==> src/rtl/m_exc_pkg.sv <==
// Shared constants for the M-stage exception unit: mem_op encodings, ExcCodes
// and the default data-memory / device address map.
package m_exc_pkg;

  localparam logic [3:0] OpNone = 4'd0;
  localparam logic [3:0] OpLb   = 4'd1;
  localparam logic [3:0] OpLbu  = 4'd2;
  localparam logic [3:0] OpLh   = 4'd3;
  localparam logic [3:0] OpLhu  = 4'd4;
  localparam logic [3:0] OpLw   = 4'd5;
  localparam logic [3:0] OpSb   = 4'd6;
  localparam logic [3:0] OpSh   = 4'd7;
  localparam logic [3:0] OpSw   = 4'd8;

  localparam logic [4:0] ExcAdEL = 5'd4;
  localparam logic [4:0] ExcAdES = 5'd5;

  localparam logic [31:0] DefDmBase   = 32'h0000_0000;
  localparam logic [31:0] DefDmSize   = 32'h0000_3000;
  localparam int          DefNDev     = 2;
  localparam logic [63:0] DefDevBase  = {32'h0000_7f10, 32'h0000_7f00};
  localparam logic [31:0] DefDevSpan  = 32'd12;
  localparam logic [31:0] DefDevRoOff = 32'd8;

  function automatic logic isStoreOp(input logic [3:0] op);
    return (op == OpSb) || (op == OpSh) || (op == OpSw);
  endfunction

  function automatic logic isLoadOp(input logic [3:0] op);
    return (op >= OpLb) && (op <= OpLw);
  endfunction

endpackage

==> src/rtl/m_exc_unit_class.sv <==
// Combinational address classifier: alignment, data-memory window and
// device windows (including the per-device read-only word).
module m_addr_class
  import m_exc_pkg::*;
#(
  parameter logic [31:0]          DM_BASE    = DefDmBase,
  parameter logic [31:0]          DM_SIZE    = DefDmSize,
  parameter int                   N_DEV      = DefNDev,
  parameter logic [N_DEV*32-1:0]  DEV_BASE   = DefDevBase,
  parameter logic [31:0]          DEV_SPAN   = DefDevSpan,
  parameter logic [31:0]          DEV_RO_OFF = DefDevRoOff
) (
  input  logic [31:0] addr,
  input  logic [3:0]  mem_op,
  output logic        misalign,
  output logic        in_dm,
  output logic        in_dev,
  output logic        ro_hit
);

  logic isHalf, isWord;
  logic [N_DEV-1:0] devHit, roVec;

  assign isHalf = (mem_op == OpLh) || (mem_op == OpLhu) || (mem_op == OpSh);
  assign isWord = (mem_op == OpLw) || (mem_op == OpSw);
  assign misalign = (isHalf && addr[0]) || (isWord && (addr[1:0] != 2'b00));

  // Upper bounds are compared at 33 bits so a window ending at 4 GiB cannot wrap.
  localparam logic [32:0] DmEnd = {1'b0, DM_BASE} + {1'b0, DM_SIZE};
  assign in_dm = ({1'b0, addr} >= {1'b0, DM_BASE}) && ({1'b0, addr} < DmEnd);

  for (genvar i = 0; i < N_DEV; i++) begin : gDev
    localparam logic [31:0] Base   = DEV_BASE[32*i +: 32];
    localparam logic [32:0] Lim    = {1'b0, Base} + {1'b0, DEV_SPAN};
    localparam logic [31:0] RoAddr = Base + DEV_RO_OFF;
    assign devHit[i] = (addr >= Base) && ({1'b0, addr} < Lim);
    assign roVec[i]  = (addr == RoAddr);
  end

  assign in_dev = |devHit;
  assign ro_hit = |roVec;

endmodule

==> src/rtl/m_exc_unit.sv <==
// M-stage exception unit: priority fault mux, M/W stage register, held
// exception for CP0 and a saturating fault counter.
module m_exc_unit
  import m_exc_pkg::*;
#(
  parameter logic [31:0]          DM_BASE    = DefDmBase,
  parameter logic [31:0]          DM_SIZE    = DefDmSize,
  parameter int                   N_DEV      = DefNDev,
  parameter logic [N_DEV*32-1:0]  DEV_BASE   = DefDevBase,
  parameter logic [31:0]          DEV_SPAN   = DefDevSpan,
  parameter logic [31:0]          DEV_RO_OFF = DefDevRoOff,
  parameter int                   CNT_W      = 16
) (
  input  logic             clk,
  input  logic             reset,
  input  logic             stall,
  input  logic             flush,
  input  logic             in_valid,
  input  logic             pre_exc,
  input  logic [4:0]       pre_code,
  input  logic [3:0]       mem_op,
  input  logic [31:0]      addr,
  input  logic [31:0]      pc,
  output logic             w_valid,
  output logic             w_exc,
  output logic [4:0]       w_code,
  output logic             exc_pending,
  output logic [4:0]       exc_code,
  output logic [31:0]      bad_vaddr,
  output logic [31:0]      exc_pc,
  input  logic             exc_ack,
  output logic [CNT_W-1:0] fault_cnt
);

  logic misalign, inDm, inDev, roHit;
  logic isLoad, isStore, isWord;
  logic faultNow, slotFault, accept;
  logic [4:0] codeNow, accCode;

  m_addr_class #(
    .DM_BASE(DM_BASE), .DM_SIZE(DM_SIZE), .N_DEV(N_DEV),
    .DEV_BASE(DEV_BASE), .DEV_SPAN(DEV_SPAN), .DEV_RO_OFF(DEV_RO_OFF)
  ) uClass (
    .addr(addr), .mem_op(mem_op),
    .misalign(misalign), .in_dm(inDm), .in_dev(inDev), .ro_hit(roHit)
  );

  assign isLoad  = isLoadOp(mem_op);
  assign isStore = isStoreOp(mem_op);
  assign isWord  = (mem_op == OpLw) || (mem_op == OpSw);
  assign accCode = isStore ? ExcAdES : ExcAdEL;

  always_comb begin
    // NOTE: defaults first so every path assigns both outputs and no latch is inferred.
    faultNow = 1'b0;
    codeNow  = 5'd0;
    if (pre_exc) begin
      faultNow = 1'b1;
      codeNow  = pre_code;
    end else if (isLoad || isStore) begin
      if (misalign || !(inDm || inDev)) begin
        faultNow = 1'b1;
        codeNow  = accCode;
      end else if (isStore && roHit) begin
        faultNow = 1'b1;
        codeNow  = ExcAdES;
      end else if (inDev && !isWord) begin
        faultNow = 1'b1;
        codeNow  = accCode;
      end
    end
  end

  assign slotFault = in_valid && faultNow;
  // Flush does not block acceptance: the check looks at this cycle's inputs.
  assign accept = slotFault && !stall && !exc_pending;

  // NOTE: sequential state uses non-blocking assignments so every register samples pre-edge values.
  always_ff @(posedge clk or posedge reset) begin
    if (reset) begin
      w_valid <= 1'b0;
      w_exc   <= 1'b0;
      w_code  <= 5'd0;
    end else if (flush) begin
      w_valid <= 1'b0;
      w_exc   <= 1'b0;
      w_code  <= 5'd0;
    end else if (!stall) begin
      w_valid <= in_valid;
      w_exc   <= slotFault;
      w_code  <= slotFault ? codeNow : 5'd0;
    end
  end

  always_ff @(posedge clk or posedge reset) begin
    if (reset) begin
      exc_pending <= 1'b0;
      exc_code    <= 5'd0;
      bad_vaddr   <= 32'd0;
      exc_pc      <= 32'd0;
    end else if (accept) begin
      exc_pending <= 1'b1;
      exc_code    <= codeNow;
      bad_vaddr   <= pre_exc ? 32'd0 : addr;
      exc_pc      <= pc;
    end else if (exc_ack) begin
      exc_pending <= 1'b0;
    end
  end

  always_ff @(posedge clk or posedge reset) begin
    if (reset) begin
      fault_cnt <= '0;
    end else if (accept && !(&fault_cnt)) begin
      fault_cnt <= fault_cnt + CNT_W'(1);
    end
  end

endmodule

==> config.mk <==
export PLATFORM = sky130hd
export DESIGN_NAME = m_exc_unit
export DESIGN_NICKNAME = d
export VERILOG_FILES = /design/src/rtl/m_exc_pkg.sv /design/src/rtl/m_exc_unit_class.sv /design/src/rtl/m_exc_unit.sv
export SDC_FILE = /design/constraint.sdc
export NUM_CORES = 1
export LEC_CHECK = 0
export BUFFER_PORTS_ARGS = -buffer_cell sky130_fd_sc_hd__buf_2
export CAP_MARGIN = 10
export CORE_MARGIN = 2
export CORE_UTILIZATION = 43
export DETAILED_ROUTE_END_ITERATION = 8
export HOLD_SLACK_MARGIN = 0.08
export PLACE_DENSITY = 0.74
export SETUP_SLACK_MARGIN = 0.15
export SYNTH_ARGS = -nofsm -noshare
export SYNTH_HDL_FRONTEND = slang
export SYNTH_SLANG_ARGS = --single-unit
export TNS_END_PERCENT = 10
==> constraint.sdc <==
create_clock -name clk -period 2.5 [get_ports clk]
set_input_delay 0.25 -clock clk [delete_from_list [all_inputs] [get_ports clk]]
set_output_delay 0.25 -clock clk [all_outputs]
set_load 0.005 [all_outputs]
==> run summary, run 1 <==
Fraction of synthesized area in multiplexers -> 0.0971
Die Y -> 99.8 µm
Detailed Routing Iterations Pass 1 -> 4
GRT Total Usage -> 0.181
DR WL/cell -> 15.1 µm
Area grow syn2layout -> 32.1%
WS Path Type -> in -> reg
Fillers -> 762
FP Rows -> 34
Clk slew on worst S/H paths -> 0.09 ns
Core area -> 8810 µm²
Reg-to-reg slack, setup -> 0.43 ns
Largest family of logic cells by synthesized area -> simple AND/OR/NAND/NOR gates
Hold crit path type -> in -> reg
Nets -> 569
Post-Synth Simple-Gate Area -> 0.121
Ys Warns -> 0
Switching Power -> 1050 µW
Xor and xnor area share after synthesis -> 0.0333
Yosys cell types -> 47
Final Cycle Share -> 0.867
Unrepaired setup endpoints after global routing -> no
WP data arrival -> 2.39 ns
Via count -> 3142
Internal power -> 2850 µW
Post-Place Cell Area -> 4960 µm²
Clk buf depth -> 2
Net Count, Synth -> 386
CP max FO -> 22
Number of global-route vias before repair -> 3097
Yosys top cell area share -> 0.590
Fraction of layout instances using a drive strength above 1 -> 0.487
Clock buffer count from CTS -> 9
Peak supply drop -> 339 µV
Setup violators final -> 0
Commonest cells after routing, fill and taps aside -> buf_2, dfrtp_1, mux2_2, a22o_1, nand2_1
Flops & latches, synth -> 93
Design Area, Final -> 5210 µm²
# IOs -> 173
Initial core utilization -> 0.448
Largest net degree at the start of global routing -> 43
Synth Area in Adders -> 0.00317
Die width -> 99.8 µm
IO buf count -> 172
Cell Pwr Density -> 748 nW/µm²
Htree depth -> 3
Cts repair resizes -> 0
Antenna cell count -> 0
Initial drt markers -> 157
Max-slew headroom -> 0.509
Post-Route WL -> 9.05 mm
Post-Syn Area per Cell -> 12.9 µm²
Peak Freq -> 461 MHz
Clock Power Share -> 0.284
Compound-cell area share of the yosys netlist -> 0.120
Antenna violations before repair -> 0
CTS root buffer -> clkbuf_8
Setup crit start kind -> input port
CTS tree -> yes
CP endpoint kind -> register
Detailed Place HPWL -> 6.82 mm
EDFF count, synth -> 0
Synth Flop Type -> dfrtp_1
Req. time, crit path -> 2.72 ns
Worst slew pin tran -> 0.735 ns
Final Hold Viols -> 0
Drt drc -> 0
Largest area contributor in the netlist -> dfrtp_1
Status -> finished, final reports clean
First-pass GRT wire length -> 14.7 mm
Asr flop ratio synth -> 1.00
Die area -> 9950 µm²
Vias per cell -> 5.23
Skew-Pair Late Insertion Delay -> 0.34 ns
Sequential share of power -> 0.502
Mapped Area -> 3940 µm²
Max-slew violation count -> 0
Setup ws final -> 0.332 ns
Post-Place Worst Slack -> -0.0194 ns
Grt total ovfl -> 0
CTS sink cnt -> 93
P_leak -> 0.00264 µW
Post-Route Skew -> 0.0106 ns
Synth top area cells -> dfrtp_1, mux2_2, a22o_1
Routability Congestion -> 0.904
Syn Inst Count -> 305
Combinational cell fraction of total power -> 0.213
Final Critical Period -> 2.17 ns
Max-cap violations -> 0
Sequential area share after synthesis -> 0.590
Commonest non-fill, non-tap cell in the layout -> buf_2
Post-DRT Antenna Nets -> 0
Sw frac -> 0.269
-- path summary, 6_finish.rpt --
kind,cells past startpoint,from,end
max in group asynchronous,4,reset,bad_vaddr[25]$_DFFE_PP0P_
min reg2reg,1,exc_code[3]$_DFFE_PP0P_,exc_code[3]$_DFFE_PP0P_
min,2,addr[4],bad_vaddr[4]$_DFFE_PP0P_
min in group asynchronous,3,reset,exc_pc[1]$_DFFE_PP0P_
max reg2reg,7,fault_cnt[0]$_DFFE_PP0P_,fault_cnt[2]$_DFFE_PP0P_
max,7,addr[19],exc_pc[25]$_DFFE_PP0P_
-- power groups by stage --
stage          logic, µW  clock network [µW]  registers [µW]
2_1_floorplan        379                   0            2000
3_3_place_gp         823                   0            1980
3_5_place_dp         842                   0            1990
4_1_cts              850                1150            1960
5_1_grt              924                1200            2000
6_report             832                1110            1960
-- critical path: stages --
cell and delay [ns]:
buf_2 0.10, nor4_1 0.33, nand2_1 0.13, or4_4 0.54, o41ai_4 0.31, buf_4 0.33
mux2_2 0.37
-- Yosys cell counts, drive strengths merged, types with 2 or more instances --
library cell / n
a21oi: 9
a22o: 32
a31oi: 2
a32o: 3
a32oi: 2
and3: 3
buf: 12
clkbuf: 4
dfrtp: 93
inv: 4
mux2: 34
nand2: 17
nand2b: 2
nand3: 10
nand4: 6
nand4bb: 2
nor2: 12
nor3: 10
nor3b: 2
nor4: 5
o21a: 2
o21ai: 4
or3: 2
or3b: 2
or4: 2
xnor2: 8
xor2: 7
-- cells by family (layout without fill, tap and decap cells) --
group,Yosys count,after routing
flops,93,93
xor+xnor,15,15
mux,34,34
fa+ha+maj,1,1
compound gates,58,58
buf+inv,20,208
simple gates,84,84
-- layer usage --
| layer | GRT usage | up-vias | wire (µm) |
|---|---|---|---|
| met3 | 0.0436 | 11 | 698 |
| li1 | - | 1501 | - |
| met1 | 0.248 | 1501 | 4030 |
| met4 | 0.0558 | 0 | 93 |
| met2 | 0.287 | 129 | 4230 |
| met5 | 0 | - | 0 |
-- repair_timing --
item,CTS,global route
buffers inserted,0,0
hold buffers,2,0
endpoints found under the hold margin,32,0
-- final cells by class --
type | instances | area, µm² | area share
well taps | 108 | 135 | 0.0260
multi-input cells | 192 | 1480 | 0.284
inverters | 4 | 18.8 | 0.00360
clock inverters | 5 | 83.8 | 0.0161
repair buffers | 188 | 1020 | 0.197
flip-flops and latches | 93 | 2330 | 0.447
clock buffers | 11 | 141 | 0.0272
-- state kept, by name (all words and copies together) (netlist names) --
register / flops
exc_pc: 32
w_code: 5
bad_vaddr: 32
exc_code: 5
exc_pending: 1
w_valid: 1
w_exc: 1
fault_cnt: 16
-- per-stage QoR --
| step | instances | power (µW) | util | TNS (ns) | hold slack (ns) |
|---|---|---|---|---|---|
| after floorplan | 305 | 2370 | - | 0 | 0.346 |
| after global placement | 583 | 2800 | 0.563 | 0 | 0.397 |
| after detailed placement | 583 | 2830 | 0.563 | -0.246 | 0.408 |
| after CTS | 601 | 3960 | 0.591 | 0 | 0.101 |
| after global routing | 601 | 4120 | 0.591 | 0 | 0.114 |
| final | 601 | 3900 | 0.591 | 0 | 0.119 |
Power figures use the tool's default switching activity.
==> inputs of run 2 (changes only) <==
--- a/config.mk
+++ b/config.mk
@@ -8,10 +8,10 @@
 export BUFFER_PORTS_ARGS = -buffer_cell sky130_fd_sc_hd__buf_2
 export CAP_MARGIN = 10
 export CORE_MARGIN = 2
-export CORE_UTILIZATION = 43
+export CORE_UTILIZATION = 47
 export DETAILED_ROUTE_END_ITERATION = 8
 export HOLD_SLACK_MARGIN = 0.08
-export PLACE_DENSITY = 0.74
+export PLACE_DENSITY = 0.76
 export SETUP_SLACK_MARGIN = 0.15
 export SYNTH_ARGS = -nofsm -noshare
 export SYNTH_HDL_FRONTEND = slang
==> constraint.sdc (replaced) <==
create_clock -name clk -period 2.05 [get_ports clk]
set_input_delay 0.205 -clock clk [delete_from_list [all_inputs] [get_ports clk]]
set_output_delay 0.205 -clock clk [all_outputs]
set_load 0.005 [all_outputs]
==> run 2 against run 1 <==
  * The run now ends with setup timing left
  * Flip-flop and latch count unchanged
  * Non-clock buffer count up 70
  * Combinational power up 57%
  * Sequential share of layout area down 6.6 points
  * Via count up 11%
  * Global-route usage up 4.3 points
  * Die area down 8.2%
  * Critical path type unchanged
  * Critical endpoint is now exc_pc[10]$_DFFE_PP0P_
==> run summary, run 2 (same netlist as run 1, synthesis figures left out) <==
CTS root buffer -> clkbuf_8
Drt drc -> 0 (unchanged)
M3 GR Usage -> 0.0609 (+0.0173)
Die Y -> 95.6 µm (-4.2%)
Hold slack -> 0.0971 ns (-0.0216 ns)
Die area -> 9140 µm² (-8.2%)
Sequential share of power -> 0.461 (-0.041)
Internal power -> 3770 µW (+32%)
Peak supply drop -> 383 µV (+13%)
Met2 usage -> 0.385 (+0.0972)
Fraction of layout instances using a drive strength above 1 -> 0.512 (+0.0247)
Regs by FF count -> bad_vaddr: 32 flops, exc_pc: 32 flops, fault_cnt: 16 flops
# IOs -> 173 (unchanged)
Initial core utilization -> 0.482 (+0.0345)
IO buf count -> 172 (unchanged)
Max-slew violation count -> 0 (unchanged)
Largest net degree at the start of global routing -> 58 (+35%)
Final Cycle Share -> 1.04
Commonest non-fill, non-tap cell in the layout -> buf_2
Antenna violations before repair -> 0 (unchanged)
Antenna cell count -> 0 (unchanged)
CP endpoint kind -> register
Sw frac -> 0.273 (+0.00389)
Final Hold Viols -> 0 (unchanged)
Clk buf depth -> 2 (unchanged)
Vias per cell -> 5.24 (+0.28%)
GRT Total Usage -> 0.224 (+0.0431)
Via count -> 3502 (+11%)
Nets -> 639 (+12%)
CP cell instances -> buf_6 > nor4_4 > nand2_1 > or4_4 > o41ai_4 > buf_4 > buf_8 > clkbuf_16 > mux2_4
Setup ws final -> -0.0887 ns (-0.421 ns)
Htree depth -> 3 (unchanged)
Routability Congestion -> 0.809 (-11%)
WS Path Type -> in -> reg
Failing checks -> setup timing
Setup TNS -> -1.38 ns (-1.38 ns)
Post-Place Cell Area -> 5150 µm² (+3.9%)
Cell Pwr Density -> 849 nW/µm² (+13%)
Post-Route Skew -> 0.0102 ns (-0.000389 ns)
Post-Place Worst Slack -> -0.426 ns (-0.406 ns)
Cells on worst reg2reg path -> 8 (+1)
Clock Power Share -> 0.287 (+0.003)
Clk slew on worst S/H paths -> 0.09 ns (about the same)
FP Rows -> 33 (-2.9%)
Initial drt markers -> 134 (-15%)
Design Area, Final -> 6100 µm² (+17%)
P_leak -> 0.00311 µW (+18%)
Max-slew headroom -> 0.694 (+0.185)
Worst slew pin tran -> 0.457 ns (-0.278 ns)
Max-cap violations -> 0 (unchanged)
WP data arrival -> 2.38 ns (about the same)
Critical Path Start -> addr[23]
Switching Power -> 1410 µW (+35%)
Combinational cell fraction of total power -> 0.252 (+0.039)
Unrepaired setup endpoints after global routing -> yes
CP peak stage delay -> 0.52 ns (-0.02 ns)
Status -> finished with violations
CTS sink cnt -> 93 (unchanged)
Hold crit path type -> in -> reg
CP max FO -> 7 (-68%)
Post-Route WL -> 11.1 mm (+23%)
Detailed Routing Iterations Pass 1 -> 4 (unchanged)
Busiest grt layer -> met2
Area grow syn2layout -> 54.7%
Req. time, crit path -> 2.29 ns (-0.43 ns)
Skew-Pair Late Insertion Delay -> 0.35 ns (about the same)
DR WL/cell -> 16.7 µm (+11%)
Met1 Use GR -> 0.276 (+0.0276)
CTS tree -> yes
Post-DRT Antenna Nets -> 0 (unchanged)
Die width -> 95.6 µm (-4.2%)
First-pass GRT wire length -> 15.8 mm (+7.5%)
Number of global-route vias before repair -> 3392 (+9.5%)
Reg-to-reg slack, setup -> 0.13 ns (-0.30 ns)
Detailed Place HPWL -> 7.45 mm (+9.2%)
Setup violators final -> 35 (+35)
Final Critical Period -> 2.14 ns
Reg-to-Reg End -> fault_cnt[12]$_DFFE_PP0P_
Commonest cells after routing, fill and taps aside -> buf_2, dfrtp_1, dlygate4sd3_1, buf_4, a22o_1
CP endpoint -> exc_pc[10]$_DFFE_PP0P_
Clock buffer count from CTS -> 9 (unchanged)
Peak Freq -> 468 MHz
CP max-delay cell -> or4_4
Core area -> 8180 µm² (-7.2%)
Setup crit start kind -> input port
Grt total ovfl -> 0 (unchanged)
Min-delay src -> pc[29]
RR Startpoint -> exc_pending$_DFFE_PP0P_
[run 2: cell types whose count changed in the layout (fill, tap and decap cells not counted), sizes merged]
| cell | previous run | this run |
|---|---|---|
| inv | 3 | 5 |
| buf | 186 | 218 |
| clkinvlp | 3 | 1 |
| dlygate4sd3 | 2 | 39 |
| bufinv | 2 | 3 |
[run 2: worst max-delay path, delay by kind of cell]
family,cells,cell delay [ns]
buf+inv,4,0.61
compound gates,1,0.37
mux,1,0.30
simple gates,3,0.89
[run 2: worst min path at each step]
stage                                end  depth (start not counted)
6_report          exc_pc[29]$_DFFE_PP0P_                          2
5_1_grt           exc_pc[29]$_DFFE_PP0P_                          2
4_1_cts        bad_vaddr[17]$_DFFE_PP0P_                          2
3_5_place_dp      exc_pc[30]$_DFFE_PP0P_                          2
3_3_place_gp      exc_pc[23]$_DFFE_PP0P_                          2
2_1_floorplan    exc_pending$_DFFE_PP0P_                          1
[run 2: layout make-up]
type | instances | area [µm²]
clock buffer | 10 | 128
sequential | 93 | 2330
fill | 546 | 2070
tap | 105 | 131
timing repair buffer | 258 | 1720
clock inverter | 6 | 119
multi-input combinational | 192 | 1650
inverter | 4 | 18.8
[run 2: layer usage]
| metal | vias to the layer above | routed length, µm | part of all wire |
|---|---|---|---|
| li1 | 1632 | - | - |
| met1 | 1707 | 4550 | 0.41 |
| met2 | 149 | 5650 | 0.51 |
| met3 | 14 | 811 | 0.073 |
| met4 | 0 | 129 | 0.012 |
| met5 | - | 0 | 0 |
[run 2: through the flow]
| stage | cells | power (µW) | utilization |
|---|---|---|---|
| floorplan | 305 | 2900 | - |
| global placement | 606 | 3480 | 0.630 |
| detailed placement | 606 | 3540 | 0.630 |
| CTS | 658 | 5080 | 0.713 |
| global route | 668 | 5460 | 0.746 |
| finish | 668 | 5180 | 0.746 |
[run 2: power by group through the flow]
stage	registers [µW]	logic [µW]	clock network, µW
3_5_place_dp	2400	1130	0
6_report	2380	1310	1490
3_3_place_gp	2390	1090	0
5_1_grt	2430	1430	1610
4_1_cts	2370	1200	1520
2_1_floorplan	2430	462	0
[run 2: what timing repair did]
item / in CTS / in global routing
hold buffers: 35 / 4
endpoints found under the hold margin: 46 / 4
cloned: 0 / 2
pin swaps: 4 / 15
setup buffers: 1 / 4
setup endpoints to repair: 73 / 80
gates resized for setup: 13 / 42
==> inputs of run 3 (changes only) <==
--- a/config.mk
+++ b/config.mk
@@ -8,12 +8,13 @@
 export BUFFER_PORTS_ARGS = -buffer_cell sky130_fd_sc_hd__buf_2
 export CAP_MARGIN = 10
 export CORE_MARGIN = 2
-export CORE_UTILIZATION = 47
+export CORE_UTILIZATION = 48
 export DETAILED_ROUTE_END_ITERATION = 8
 export HOLD_SLACK_MARGIN = 0.08
-export PLACE_DENSITY = 0.76
+export PLACE_DENSITY = 0.77
 export SETUP_SLACK_MARGIN = 0.15
 export SYNTH_ARGS = -nofsm -noshare
 export SYNTH_HDL_FRONTEND = slang
+export SYNTH_HIERARCHICAL = 1
 export SYNTH_SLANG_ARGS = --single-unit
 export TNS_END_PERCENT = 10
==> run 3 against run 2 <==
  * The run still ends with setup timing left
  * Synthesized area is 7.8% higher
  * Global-route usage increased by 3.2 points
  * Clock skew up 0.0061 ns
  * Count of clock-buffer cells in the layout unchanged
  * Sequential share of layout area down 0.61 points
  * Register-to-register slack better by 0.03 ns
  * Synthesized cell count grew 22%
  * Flip-flop and latch count unchanged
  * Critical endpoint is now fault_cnt[5]$_DFFE_PP0P_
  * Largest cell class unchanged
  * Largest power group unchanged
==> run summary, run 3 <==
Peak supply drop -> 393 µV (+2.5%)
Status -> finished with violations
Hold slack -> 0.103 ns (+0.00600 ns)
Yosys top cell area share -> 0.547 (-0.0429)
CTS root buffer -> clkbuf_8
# IOs -> 173 (unchanged)
Post-Syn Area per Cell -> 11.4 µm² (-12%)
CP cell instances -> buf_8 > nor4_4 > buf_4 > nand4_1 > buf_4 > nor4_4 > and4b_1 > a311o_1 > a31oi_4 > buf_12 > buf_4 > nor4_1 > xor2_1
Syn Inst Count -> 372 (+22%)
Largest net degree at the start of global routing -> 37 (-36%)
Worst hold path stage count -> 2 (unchanged)
Max-cap violations -> 0 (unchanged)
Post-Route WL -> 12.2 mm (+9.3%)
EDFF count, synth -> 0 (unchanged)
Net Count, Synth -> 453 (+17%)
Yosys cell types -> 44 (-6.4%)
Initial drt markers -> 118 (-12%)
IO buf count -> 172 (unchanged)
Req. time, crit path -> 2.31 ns (+0.02 ns)
P_leak -> 0.00310 µW (-0.47%)
Largest area contributor in the netlist -> dfrtp_1
Min-delay src -> pc[30]
Antenna cell count -> 0 (unchanged)
Skew-Pair Late Insertion Delay -> 0.35 ns (about the same)
Ys Warns -> 6 (+6)
Setup TNS -> -12.90 ns (-11.53 ns)
RR Startpoint -> fault_cnt[6]$_DFFE_PP0P_
CP endpoint kind -> register
First-pass GRT wire length -> 19.9 mm (+26%)
Synth Flop Type -> dfrtp_1
Nets -> 677 (+5.9%)
Commonest non-fill, non-tap cell in the layout -> buf_2
Post-Route Skew -> 0.0163 ns (+0.00613 ns)
Routability Congestion -> 0.859 (+6.2%)
Count leader, synth -> dfrtp_1
CP Buf/Inv Count -> 5 (+1)
Clock buffer count from CTS -> 9 (unchanged)
Post-DRT Antenna Nets -> 0 (unchanged)
Commonest cells after routing, fill and taps aside -> buf_2, dfrtp_1, o21ai_0, nand2_1, buf_4
FP Rows -> 34 (+3.0%)
Detailed Routing Iterations Pass 1 -> 5 (+1)
Core area -> 8640 µm² (+5.6%)
Detailed Place HPWL -> 8.20 mm (+10%)
Grt total ovfl -> 0 (unchanged)
Final Cycle Share -> 1.11 (+0.0629)
CP dominant cell by count -> buf_4
Drt drc -> 0 (unchanged)
Regs by FF count -> bad_vaddr: 32 flops, exc_pc: 32 flops, fault_cnt: 16 flops
Flops & latches, synth -> 93 (unchanged)
Unrepaired setup endpoints after global routing -> yes
Asr flop ratio synth -> 1.00 (unchanged)
Clk slew on worst S/H paths -> 0.09 ns (about the same)
Initial core utilization -> 0.492 (+0.0101)
Commonest cells post-synth -> dfrtp_1, o21ai_0, nand2_1
Cell Pwr Density -> 804 nW/µm² (-5.3%)
Antenna violations before repair -> 0 (unchanged)
Post-Place Worst Slack -> -0.927 ns (-0.501 ns)
CTS sink cnt -> 93 (unchanged)
Max-slew headroom -> 0.539 (-0.155)
Cells on worst reg2reg path -> 6 (-2)
Fraction of layout instances using a drive strength above 1 -> 0.509 (-0.00239)
Setup crit start kind -> input port
CP max FO -> 10 (+3)
GRT Total Usage -> 0.256 (+0.0316)
Setup ws final -> -0.218 ns (-0.129 ns)
CTS tree -> yes
Max-slew violation count -> 0 (unchanged)
DR WL/cell -> 17.2 µm (+3.0%)
Area grow syn2layout -> 45.8%
WS Path Type -> in -> reg
Stages on the worst setup path -> 13 (+4)
Htree depth -> 3 (unchanged)
CP peak stage delay -> 0.33 ns (-0.19 ns)
Vias per cell -> 5.41 (+3.3%)
Die Y -> 98.1 µm (+2.6%)
Final Hold Viols -> 0 (unchanged)
CP max-delay cell -> nor4_1
Hold crit path type -> in -> reg
Peak Freq -> 441 MHz (-5.7%)
Mapped Area -> 4250 µm² (+7.8%)
Tot Pwr -> 4980 µW (-3.7%)
WP data arrival -> 2.53 ns (+0.15 ns)
Failing checks -> setup timing
Sequential area share after synthesis -> 0.547 (-0.0429)
Critical Path Start -> addr[21]
Crit path max-delay family -> simple AND/OR/NAND/NOR gates
Via count -> 3839 (+9.6%)
Number of global-route vias before repair -> 3930 (+16%)
Clk buf depth -> 2 (unchanged)
Die area -> 9630 µm² (+5.4%)
Setup violators final -> 88 (+150%)
Die width -> 98.1 µm (+2.6%)
Synth top area cells -> dfrtp_1, mux2_4, o21ai_0
Worst slew pin tran -> 0.690 ns (+0.233 ns)
Final Critical Period -> 2.27 ns (+0.129 ns)
## run 3: cell types whose count changed in the layout (fill, tap and decap cells not counted), moves of 5 or more
cell / previous run / this run
a22o_1: 32 / 0
buf_6: 11 / 3
dlygate4sd3_1: 39 / 16
mux2_2: 20 / 6
mux2_4: 14 / 33
nand2_1: 16 / 43
nor3_1: 7 / 1
nor4_2: 1 / 7
o21ai_0: 3 / 64
xnor2_1: 7 / 1
xor2_1: 7 / 12
## run 3: cells by family (layout without fill, tap and decap cells)
group / Yosys count / after routing / synth area share
AO/OA/AOI/OAI: 87 / 87 / 0.121
XOR/XNOR: 13 / 13 / 0.0268
adder cells (fa/ha/maj): 1 / 1 / 0.00294
buffers and inverters: 30 / 259 / 0.0377
flip-flops: 93 / 93 / 0.547
multiplexers: 39 / 39 / 0.130
AND/OR/NAND/NOR: 109 / 109 / 0.134
## run 3: metrics by stage
step / util / area (µm²) / cells
floorplan: - / 4260 / 372
global placement: 0.635 / 5490 / 669
detailed placement: 0.635 / 5490 / 669
CTS: 0.701 / 6050 / 703
global route: 0.718 / 6200 / 709
finish: 0.718 / 6200 / 709
## run 3: layer usage
metal	routed length, µm	track usage
met1	5070	0.327
met2	6170	0.437
met3	652	0.0501
met4	278	0.0865
met5	0	0
## run 3: final cells by class
class	instances	area, µm²
Timing Repair Buffer	238	1520
Sequential cell	93	2330
Inverter	5	22.5
Clock inverter	6	68.8
Fill cell	647	2440
Clock buffer	10	138
Tap cell	108	135
Multi-Input combinational cell	249	1990
## run 3: path summary, 6_finish.rpt
kind / to / slack [ns]
worst max-delay path: fault_cnt[5]$_DFFE_PP0P_ / -0.22
worst min-delay path: exc_pc[30]$_DFFE_PP0P_ / 0.10
worst max register to register: fault_cnt[1]$_DFFE_PP0P_ / 0.16
min in group asynchronous: bad_vaddr[6]$_DFFE_PP0P_ / 0.53
worst min register to register: fault_cnt[9]$_DFFE_PP0P_ / 0.50
max in group asynchronous: fault_cnt[12]$_DFFE_PP0P_ / 0.90
## run 3: power by group
| part | switching [µW] | internal (µW) | total (µW) |
|---|---|---|---|
| combinational | 567 | 728 | 1300 |
| clock | 663 | 607 | 1270 |
| sequential | 240 | 2180 | 2420 |
## run 3: repair_timing
action | 4_1_cts | 5_1_grt
gates cloned | 1 | 0
hold endpoints to repair | 39 | 3
pin swaps | 7 | 8
buffers inserted | 4 | 3
setup endpoints to repair | 89 | 89
resized for setup | 29 | 19
hold buffers | 13 | 3
